===== config.mk =====
export PLATFORM = sky130hd
export DESIGN_NAME = usb_xact_ctrl
export DESIGN_NICKNAME = d
export VERILOG_FILES = /design/src/rtl/usb_xact_ctrl.sv
export SDC_FILE = /design/constraint.sdc
export NUM_CORES = 1
export LEC_CHECK = 0
export CAP_MARGIN = 25
export CORE_ASPECT_RATIO = 2
export CORE_MARGIN = 3
export CORE_UTILIZATION = 45
export DETAILED_ROUTE_END_ITERATION = 8
export PLACE_DENSITY = 0.71
export SETUP_SLACK_MARGIN = 0.02
export SKIP_CTS_REPAIR_TIMING = 1
export SLEW_MARGIN = 20
export SYNTH_ARGS = -nofsm -noshare
export SYNTH_HDL_FRONTEND = slang
export SYNTH_SLANG_ARGS = --single-unit

===== constraint.sdc =====
create_clock -name clk -period 3.2 [get_ports clk]
set_input_delay 0.96 -clock clk [delete_from_list [all_inputs] [get_ports clk]]
set_output_delay 0.96 -clock clk [all_outputs]
set_load 0.01 [all_outputs]

===== src/rtl/usb_xact_ctrl.sv =====
`default_nettype none
// ============================================================================
// Module      : usb_xact_ctrl
// Description : Device-side USB transaction controller. Chooses handshake or
//               data PID per transaction and tracks per-endpoint data toggles.
// Revision    : 1.0 - initial release
// ============================================================================
module usb_xact_ctrl #(
    parameter int NUM_EP      = 4,
    parameter int TIMEOUT_CYC = 1000
) (
    input  logic              clk,
    input  logic              rst,
    input  logic              rx_pid_en,
    input  logic [3:0]        rx_pid,
    input  logic [3:0]        rx_endp,
    input  logic              crc5_err,
    input  logic              rx_data_done,
    input  logic [3:0]        rx_data_pid,
    input  logic              rx_data_crc_ok,
    input  logic [NUM_EP-1:0] ep_stall,
    input  logic [NUM_EP-1:0] ep_out_ready,
    input  logic [NUM_EP-1:0] ep_in_valid,
    output logic              tx_req,
    output logic [3:0]        tx_pid,
    output logic              tx_is_data,
    input  logic              tx_ack,
    input  logic              tx_done,
    output logic              rx_handshake_on,
    output logic              xfer_done,
    output logic [3:0]        xfer_endp,
    output logic              xfer_dir,
    output logic              xfer_setup
);

    localparam logic [3:0] c_PID_OUT   = 4'b0001;
    localparam logic [3:0] c_PID_IN    = 4'b1001;
    localparam logic [3:0] c_PID_SETUP = 4'b1101;
    localparam logic [3:0] c_PID_DATA0 = 4'b0011;
    localparam logic [3:0] c_PID_DATA1 = 4'b1011;
    localparam logic [3:0] c_PID_ACK   = 4'b0010;
    localparam logic [3:0] c_PID_NAK   = 4'b1010;
    localparam logic [3:0] c_PID_STALL = 4'b1110;

    localparam int              c_TW     = $clog2(TIMEOUT_CYC);
    localparam int              c_EPW    = (NUM_EP > 1) ? $clog2(NUM_EP) : 1;
    localparam logic [c_TW-1:0] c_T_LAST = c_TW'(TIMEOUT_CYC - 1);
    localparam logic [4:0]      c_NUM_EP = 5'(NUM_EP);

    localparam logic [2:0] c_IDLE      = 3'd0;
    localparam logic [2:0] c_RX_DATA   = 3'd1;
    localparam logic [2:0] c_HS_SEND   = 3'd2;
    localparam logic [2:0] c_HS_WAIT   = 3'd3;
    localparam logic [2:0] c_DATA_SEND = 3'd4;
    localparam logic [2:0] c_DATA_WAIT = 3'd5;
    localparam logic [2:0] c_ACK_WAIT  = 3'd6;

    logic [2:0]        r_state;
    logic [c_TW-1:0]   r_timer;
    logic [3:0]        r_endp;
    logic              r_is_setup;
    logic [NUM_EP-1:0] r_tog_out;
    logic [NUM_EP-1:0] r_tog_in;
    logic              r_tx_req;
    logic [3:0]        r_tx_pid;
    logic              r_tx_is_data;
    logic              r_hs_on;
    logic              r_xfer_done;
    logic [3:0]        r_xfer_endp;
    logic              r_xfer_dir;
    logic              r_xfer_setup;

    logic             w_tok_valid;
    logic             w_data_pid_ok;
    logic             w_data_tog;
    logic [c_EPW-1:0] w_tok_ep;
    logic [c_EPW-1:0] w_cur_ep;

    assign w_tok_valid   = rx_pid_en && !crc5_err &&
                           (rx_pid == c_PID_OUT || rx_pid == c_PID_IN || rx_pid == c_PID_SETUP) &&
                           ({1'b0, rx_endp} < c_NUM_EP);
    assign w_data_pid_ok = (rx_data_pid == c_PID_DATA0) || (rx_data_pid == c_PID_DATA1);
    assign w_data_tog    = (rx_data_pid == c_PID_DATA1);
    assign w_tok_ep      = rx_endp[c_EPW-1:0];
    assign w_cur_ep      = r_endp[c_EPW-1:0];

    always_ff @(posedge clk) begin
        if (rst) begin
            r_state      <= c_IDLE;
            r_timer      <= '0;
            r_endp       <= '0;
            r_is_setup   <= 1'b0;
            r_tog_out    <= '0;
            r_tog_in     <= '0;
            r_tx_req     <= 1'b0;
            r_tx_pid     <= '0;
            r_tx_is_data <= 1'b0;
            r_hs_on      <= 1'b0;
            r_xfer_done  <= 1'b0;
            r_xfer_endp  <= '0;
            r_xfer_dir   <= 1'b0;
            r_xfer_setup <= 1'b0;
        end else begin
            r_xfer_done <= 1'b0;
            // Data completion outranks a token arriving in the same cycle
            if (r_state == c_RX_DATA && rx_data_done) begin
                if (!rx_data_crc_ok || !w_data_pid_ok ||
                    (r_is_setup && rx_data_pid != c_PID_DATA0)) begin
                    r_state <= c_IDLE;
                end else begin
                    r_state      <= c_HS_SEND;
                    r_tx_req     <= 1'b1;
                    r_tx_is_data <= 1'b0;
                    r_tx_pid     <= c_PID_ACK;
                    if (r_is_setup) begin
                        r_tog_out[w_cur_ep] <= 1'b1;
                        r_tog_in[w_cur_ep]  <= 1'b1;
                        r_xfer_done         <= 1'b1;
                        r_xfer_endp         <= r_endp;
                        r_xfer_dir          <= 1'b0;
                        r_xfer_setup        <= 1'b1;
                    end else if (ep_stall[w_cur_ep]) begin
                        r_tx_pid <= c_PID_STALL;
                    end else if (!ep_out_ready[w_cur_ep]) begin
                        r_tx_pid <= c_PID_NAK;
                    end else if (w_data_tog == r_tog_out[w_cur_ep]) begin
                        r_tog_out[w_cur_ep] <= ~r_tog_out[w_cur_ep];
                        r_xfer_done         <= 1'b1;
                        r_xfer_endp         <= r_endp;
                        r_xfer_dir          <= 1'b0;
                        r_xfer_setup        <= 1'b0;
                    end
                end
            end else if ((r_state == c_IDLE || r_state == c_RX_DATA) && w_tok_valid) begin
                r_endp     <= rx_endp;
                r_is_setup <= (rx_pid == c_PID_SETUP);
                r_timer    <= '0;
                if (rx_pid == c_PID_IN) begin
                    r_tx_req <= 1'b1;
                    if (ep_stall[w_tok_ep]) begin
                        r_state      <= c_HS_SEND;
                        r_tx_pid     <= c_PID_STALL;
                        r_tx_is_data <= 1'b0;
                    end else if (!ep_in_valid[w_tok_ep]) begin
                        r_state      <= c_HS_SEND;
                        r_tx_pid     <= c_PID_NAK;
                        r_tx_is_data <= 1'b0;
                    end else begin
                        r_state      <= c_DATA_SEND;
                        r_tx_pid     <= r_tog_in[w_tok_ep] ? c_PID_DATA1 : c_PID_DATA0;
                        r_tx_is_data <= 1'b1;
                    end
                end else begin
                    r_state <= c_RX_DATA;
                end
            end else begin
                case (r_state)
                    c_RX_DATA: begin
                        if (r_timer == c_T_LAST) r_state <= c_IDLE;
                        else                     r_timer <= r_timer + 1'b1;
                    end
                    c_HS_SEND, c_DATA_SEND: begin
                        if (tx_ack) begin
                            r_tx_req <= 1'b0;
                            r_state  <= (r_state == c_HS_SEND) ? c_HS_WAIT : c_DATA_WAIT;
                        end
                    end
                    c_HS_WAIT: begin
                        if (tx_done) r_state <= c_IDLE;
                    end
                    c_DATA_WAIT: begin
                        if (tx_done) begin
                            r_state <= c_ACK_WAIT;
                            r_timer <= '0;
                            r_hs_on <= 1'b1;
                        end
                    end
                    c_ACK_WAIT: begin
                        // Any handshake ends the wait; only ACK commits the IN data
                        if (rx_pid_en) begin
                            r_state <= c_IDLE;
                            r_hs_on <= 1'b0;
                            if (rx_pid == c_PID_ACK) begin
                                r_tog_in[w_cur_ep] <= ~r_tog_in[w_cur_ep];
                                r_xfer_done        <= 1'b1;
                                r_xfer_endp        <= r_endp;
                                r_xfer_dir         <= 1'b1;
                                r_xfer_setup       <= 1'b0;
                            end
                        end else if (r_timer == c_T_LAST) begin
                            r_state <= c_IDLE;
                            r_hs_on <= 1'b0;
                        end else begin
                            r_timer <= r_timer + 1'b1;
                        end
                    end
                    default: r_state <= c_IDLE;
                endcase
            end
        end
    end

    assign tx_req          = r_tx_req;
    assign tx_pid          = r_tx_pid;
    assign tx_is_data      = r_tx_is_data;
    assign rx_handshake_on = r_hs_on;
    assign xfer_done       = r_xfer_done;
    assign xfer_endp       = r_xfer_endp;
    assign xfer_dir        = r_xfer_dir;
    assign xfer_setup      = r_xfer_setup;

endmodule
`default_nettype wire


==> run metrics, run 1 <==
outcome=finished, final reports clean; Adder-Cell Fraction of Synth Area=less than 1%; Layout Area Growth over Synthesis=28.9%; Fin. Hold Viols=0; largest net degree at the start of global routing=20; final setup margin=0.475 ns; power per cell area=approximately 350 nW/um^2; VDD IR-drop max=0.000326 V; Req. time, crit path=around 3.4 ns; Worst setup EP type=flip-flop; TritonRoute pass-1 iters=4; r2r startpoint=r_state[1]; Worst Hold Path EP=tx_pid[3]; Net Switching=0.000235 W; #FFs+latches synth=39; Area contributors post-synth=dfxtp_1 (35%), a21oi_1 (7.1%), mux4_2 (7.0%), nand3_1 (2.7%), nor2b_1 (2.5%); hold path depth=2; share of layout cells above drive strength 1=approximately 11%; Syn Nets=roughly 290; CP Launch Type=input port; clock root cell=clkbuf_8; Worst Max-Slew Pin Slew=around 0.56 ns; clk slew on worst S/H paths=roughly 0.08 ns; sequential power share=roughly half; reg2reg end=r_timer[8]; RSZ-0062 raised after global routing=false; hpwl dp=~5000 um; internal power=between 0.0007 and 0.0008 W; Finished Layout Cells=362; H-tree depth=2; GPL Wtd Cong=between 0.8 and 0.9; post-synthesis cell type count=54; Compound-Gate Fraction of Synth Area=22.9%; Port Buffer Count=45; pre-CTS setup slack=0.181 ns; Slew HR=about 62%; fillcell total=roughly 440; starting density of the core=between 40% and 50%; Post-Syn Instances=255; fin. max-slew vios=0; clk sinks=39; total number of vias=approximately 2300; insertion delay to the later sink of the worst-skew pair=between 0.2 and 0.3 ns; DIE WIDTH=56.1 um; leakage=between 0.9 and 1 nW; global-route wire length before repair=~11000 um; worst-path fanout max=19; leading area contributor after synthesis=dfxtp_1; Synth Flop Type=dfxtp_1; fraction of the yosys area taken by sequential cells=~35%; Final nets=339; Die H=between 100 and 150 um; Reg area=a little under 800 um^2; vias in the first global route=approximately 2400; routed vias/inst=6.25; period utilization=about 85%; crit path time final=~2.7 ns; post-synthesis simple-gate area fraction=between 20% and 30%; area of the multi-input gates=roughly 1400 um^2; DRC violations left=0; Post-synth top cells=dfxtp_1 (39), a21oi_1 (32), nand2_1 (12), nand3_1 (12), nor2_1 (12); setup_tns=0 ns; HP Start=tx_pid[3]; Finished Core Util=roughly 62%; gr usage total=between 20% and 30%; Gate power share=between 10% and 20%; f_max=around 0.37 GHz; TritonCTS buffer count=5; xor/xnor share of the synthesized area=about 1.6%; largest family of logic cells by synthesized area=simple AND/OR/NAND/NOR gates; WL final=6280 um; Crit Path Category=input port to flip-flop; sw frac=23.2%; Bufs on Longest Clock Path=2; DIE AREA=approximately 6000 um^2; Critical Path Start=rx_pid[0]; mux contribution to synthesized area=under 10%; initial drt markers=66; total gr overflow=0; FF-to-FF path depth=6; clk_skew=around 0.0042 ns; ys async rst share=0%; most common cell in the synthesized netlist=dfxtp_1; placed insts=between 300 and 400; Mapped Area=2260 um^2; antenna viol nets, final=0; core area=4730 um^2; worst hold path type=flip-flop to flip-flop; setup violators final=0; Synth top area share=around 35%; # IOs=46; Clock Power Share=between 40% and 50%; DR WL/cell=around 17 um; initial antenna violation count=0; row cnt=35; # diodes=0; CTS tree=yes; reg-to-reg setup timing slack=0.74 ns; CP arrival=2.95 ns; Synth warnings=0; Max Cap Viol=0; Post-synth EDFFs=0; Post-Syn Area per Cell=roughly 9 um^2
## through the flow
step	area (um^2)	hold slack, ns	power (W)
floorplan	2260	0.443	0.000541
finish	2910	0.453	0.00101
detailed placement	2800	0.445	0.000605
CTS	2910	0.456	0.00102
global placement	2800	0.446	0.000603
global route	2910	0.490	0.00104
## cell usage in the layout, fill, tap and decap left out, types with 8 or more instances in the layout
| master | synthesis | final |
|---|---|---|
| clkdlybuf4s50_1 | 0 | 45 |
| dfxtp_1 | 39 | 39 |
| a21oi_1 | 32 | 32 |
| buf_4 | 3 | 13 |
| nand3_1 | 12 | 12 |
| nand2_1 | 12 | 12 |
| nor2_1 | 12 | 12 |
| o21ai_0 | 10 | 10 |
| nor2b_1 | 9 | 9 |
| nor3_1 | 8 | 8 |
## state kept, by name (all words and copies together), names as in the netlist
register,cells
xfer_endp,4
xfer_setup,1
r_state,3
r_is_setup,1
tx_req,1
r_endp,4
rx_handshake_on,1
r_tog_out,4
tx_pid,4
xfer_dir,1
r_tog_in,4
xfer_done,1
r_timer,10
## per-layer routing
metal	vias up	GRT usage, %	share of wire (%)
li1	1087	-	-
met5	-	0	0
met1	1094	22.7	36
met3	18	3.16	3.4
met2	62	42.2	57
met4	0	11.9	3.5
## layout make-up
cell class	count	share of cell area (%)
sequential	39	26.8
clock buffer	5	2.36
inverter	7	0.903
tap	55	2.36
multi-input combinational	195	47.2
timing repair buffer	58	18.8
clock inverter	3	1.50
## kinds of logic after synthesis
family	count (synthesis)
buffers and inverters	21
multiplexers	12
AO/OA/AOI/OAI	80
adder cells (fa/ha/maj)	1
AND/OR/NAND/NOR	98
XOR/XNOR	4
flip-flops	39
## critical path, cell delays in order
cell,delay (ns)
clkdlybuf4s50_1,0.53
nor2b_1,0.25
o2111a_2,0.35
a22oi_4,0.16
or4_1,0.54
a21oi_1,0.15
## power groups by stage
stage               sequential [W]  clock (W)  combinational (W)
floorplan                 0.000498          0          0.0000432
global placement          0.000500          0           0.000104
detailed placement        0.000500          0           0.000105
CTS                       0.000488   0.000425           0.000106
global route              0.000489   0.000441           0.000113
finish                    0.000488   0.000418           0.000106
## how the worst max path moves through the flow
stage | end
finish | r_timer[8]
global route | r_timer[6]
CTS | r_timer[8]
detailed placement | r_timer[8]
global placement | xfer_endp[2]
floorplan | r_timer[6]
(Power assumes the default switching activity.)
==> run 2, diff against run 1 <==
--- a/config.mk
+++ b/config.mk
@@ -5,12 +5,13 @@
 export SDC_FILE = /design/constraint.sdc
 export NUM_CORES = 1
 export LEC_CHECK = 0
+export ABC_AREA = 1
 export CAP_MARGIN = 25
 export CORE_ASPECT_RATIO = 2
 export CORE_MARGIN = 3
 export CORE_UTILIZATION = 45
 export DETAILED_ROUTE_END_ITERATION = 8
-export PLACE_DENSITY = 0.71
+export PLACE_DENSITY = 0.7
 export SETUP_SLACK_MARGIN = 0.02
 export SKIP_CTS_REPAIR_TIMING = 1
 export SLEW_MARGIN = 20
==> run metrics, run 2 <==
DRC violations left=0 (unchanged); WL final=6820 um (+8.6%); commonest cells after routing, fill and taps aside=nand2_1 (102), nand3_1 (51), inv_1 (49), nor2_1 (48), clkdlybuf4s50_1 (45); DR WL/cell=13.4 um (-23%); ys async rst share=0% (unchanged); initial antenna violation count=0 (unchanged); largest net degree at the start of global routing=21 (+5.0%); row cnt=38 (+8.6%); CP arrival=2.70 ns (-0.25 ns); Area contributors post-synth=dfxtp_1 (31%), nand2_1 (15%), nand3_1 (10%), inv_1 (7.3%), nor2_1 (7.1%); Die H=112 um (+5.6%); worst-path fanout max=19 (unchanged); Synth Flop Type=dfxtp_1; clk sinks=39 (unchanged); # diodes=0 (unchanged); Worst setup EP type=flip-flop; Bufs on Longest Clock Path=2 (unchanged); Post-Syn Instances=404 (+58%); max reg flops=10 (unchanged); post-synthesis simple-gate area fraction=45.0% (+18 points); vias in the first global route=2622 (+10%); clock root cell=clkbuf_8; Design Power=0.00109 W (+8.1%); initial drt markers=124 (+88%); Min Hold Slack=0.449 ns (-0.00465 ns); Final Cell Area=3140 um^2 (+8.0%); slowest cell on the critical path=clkdlybuf4s50_1; outcome=finished, final reports clean; Post-Syn Area per Cell=6.27 um^2 (-29%); DIE AREA=6620 um^2 (+11%); worst hold path type=flip-flop to flip-flop; insertion delay to the later sink of the worst-skew pair=0.29 ns (about the same); Max Cap Viol=0 (unchanged); Port Buffer Count=45 (unchanged); period utilization=78.7% (-6.5 points); leakage=1.33 nW (+33%); area of the multi-input gates=1470 um^2 (+6.8%); largest family of logic cells by synthesized area=simple AND/OR/NAND/NOR gates; CP top delay family=simple AND/OR/NAND/NOR gates; Synth warnings=0 (unchanged); total number of vias=2750 (+22%); fin. max-slew vios=0 (unchanged); Layout Area Growth over Synthesis=24.2%; RSZ-0062 raised after global routing=false; VDD IR-drop max=0.000284 V (-13%); Slew HR=59.5% (-2.8 points); Worst path max stage delay=0.46 ns (-0.08 ns); # IOs=46 (unchanged); gr usage total=21.7% (-0.59 points); f_max=0.397 GHz (+8.2%); setup violators final=0 (unchanged); hpwl dp=5290 um (+5.7%); Adder-Cell Fraction of Synth Area=0.494% (-0.060 points); antenna viol nets, final=0 (unchanged); CP most frequent cell=nor2_1; Req. time, crit path=3.38 ns (-0.05 ns); #FFs+latches synth=39 (unchanged); clk_skew=0.00459 ns (+0.000372 ns); Worst Max-Slew Pin Slew=0.607 ns (+0.0425 ns); core area=5420 um^2 (+15%); share of layout cells above drive strength 1=7.13% (-3.9 points); DIE WIDTH=59.0 um (+5.3%); Compound-Gate Fraction of Synth Area=12.5% (-10 points); TritonRoute pass-1 iters=4 (unchanged); crit path time final=2.52 ns (-0.207 ns); commonest non-fill, non-tap cell in the layout=nand2_1; total gr overflow=0 (unchanged); power per cell area=348 nW/um^2 (about the same); GPL Wtd Cong=0.873 (+4.1%); Syn Nets=437 (+52%); starting density of the core=46.7% (-1.0 points); Post-synth top cells=nand2_1 (102), nand3_1 (51), inv_1 (49); leading area contributor after synthesis=dfxtp_1; setup_tns=0 ns (unchanged); most common cell in the synthesized netlist=nand2_1; Fin. Hold Viols=0 (unchanged); Synth top area share=30.8% (-3.7 points); Post-synth EDFFs=0 (unchanged); global-route wire length before repair=11400 um (+7.9%); placed cell area=3010 um^2 (+7.6%); Reg area=781 um^2 (unchanged); xor/xnor share of the synthesized area=0% (-1.6 points); Crit path buffers/inverters=2 (+1); TritonCTS buffer count=5 (unchanged); Final nets=481 (+42%); routed vias/inst=5.40 (-13%); clk slew on worst S/H paths=0.08 ns (about the same); Mapped Area=2530 um^2 (+12%); Crit Path Category=input port to flip-flop; CP Launch Type=input port; post-synthesis cell type count=31 (-43%); mux contribution to synthesized area=0% (-9.2 points); Top reg by flops=r_timer; CTS tree=yes; CP cell instances=clkdlybuf4s50_1, inv_1, nor2_1, o21ai_0, nor2_1, nand2_2, nand2_2, nand2_1, nand2_1, nor2_1; fraction of the yosys area taken by sequential cells=30.8% (-3.7 points); H-tree depth=2 (unchanged); fillcell total=572 (+31%)
[run 2: cell count changes in the layout (fill, tap and decap cells not counted), moves of 6 or more]
cell	delta
nand3_1	+39
nor2_1	+36
nand2b_1	-6
nand4_1	+10
nand2_1	+90
buf_4	-9
mux4_2	-7
o21ai_0	+13
inv_1	+42
nor2b_1	-9
[run 2: layout make-up]
cell class,count,share of cell area [%]
Inverter,53,6.57
Sequential cell,39,24.8
Multi-Input combinational cell,300,46.7
Timing Repair Buffer,49,15.3
Clock inverter,2,1.91
Tap cell,60,2.39
Clock buffer,6,2.31
[run 2: where the power goes]
part	switching [W]	internal [W]
Clock	0.000184	0.000312
Combinational	0.0000542	0.0000522
Sequential	0.00000427	0.000487
[run 2: worst reg2reg max path, cell delays in order (launching register included)]
cell and delay, ns:
dfxtp_1 0.51, nand2_1 0.13, nor2_2 0.16, inv_1 0.08, o21ai_0 0.11, nand4_1 0.27
nand2_2 0.26, nand2_1 0.07, nand2_1 0.06, nor2_1 0.04
[run 2: worst paths after layout]
check | startpoint | endpoint | slack, ns | cells past startpoint
max | rx_pid[0] | r_timer[1] | 0.68 | 10
max reg2reg | r_state[1] | r_timer[1] | 1.41 | 9
min reg2reg | rx_handshake_on | rx_handshake_on | 0.45 | 2
min | rx_handshake_on | rx_handshake_on | 0.45 | 2
[run 2: through the flow]
| step | worst slack, ns | cells | utilization, % |
|---|---|---|---|
| floorplan | 1.18 | 404 | - |
| global placement | 0.426 | 501 | 55.5 |
| detailed placement | 0.371 | 501 | 55.5 |
| CTS | 0.680 | 509 | 58.0 |
| global route | 0.385 | 509 | 58.0 |
| finish | 0.682 | 509 | 58.0 |
[run 2: cells by family (layout without fill, tap and decap cells)]
group / Yosys count / in the layout
AOI/OAI and AO/OA: 60 / 60
and+or+nand+nor: 239 / 239
DFF: 39 / 39
adders and majority gates: 1 / 1
buffers and inverters: 65 / 110
[run 2: per-layer routing]
metal | vias to the layer above | wire, um | track usage (%)
li1 | 1398 | - | -
met1 | 1269 | 2600 | 22.4
met2 | 69 | 3810 | 41.1
met3 | 14 | 256 | 2.19
met4 | 0 | 157 | 10.3
met5 | - | 0 | 0
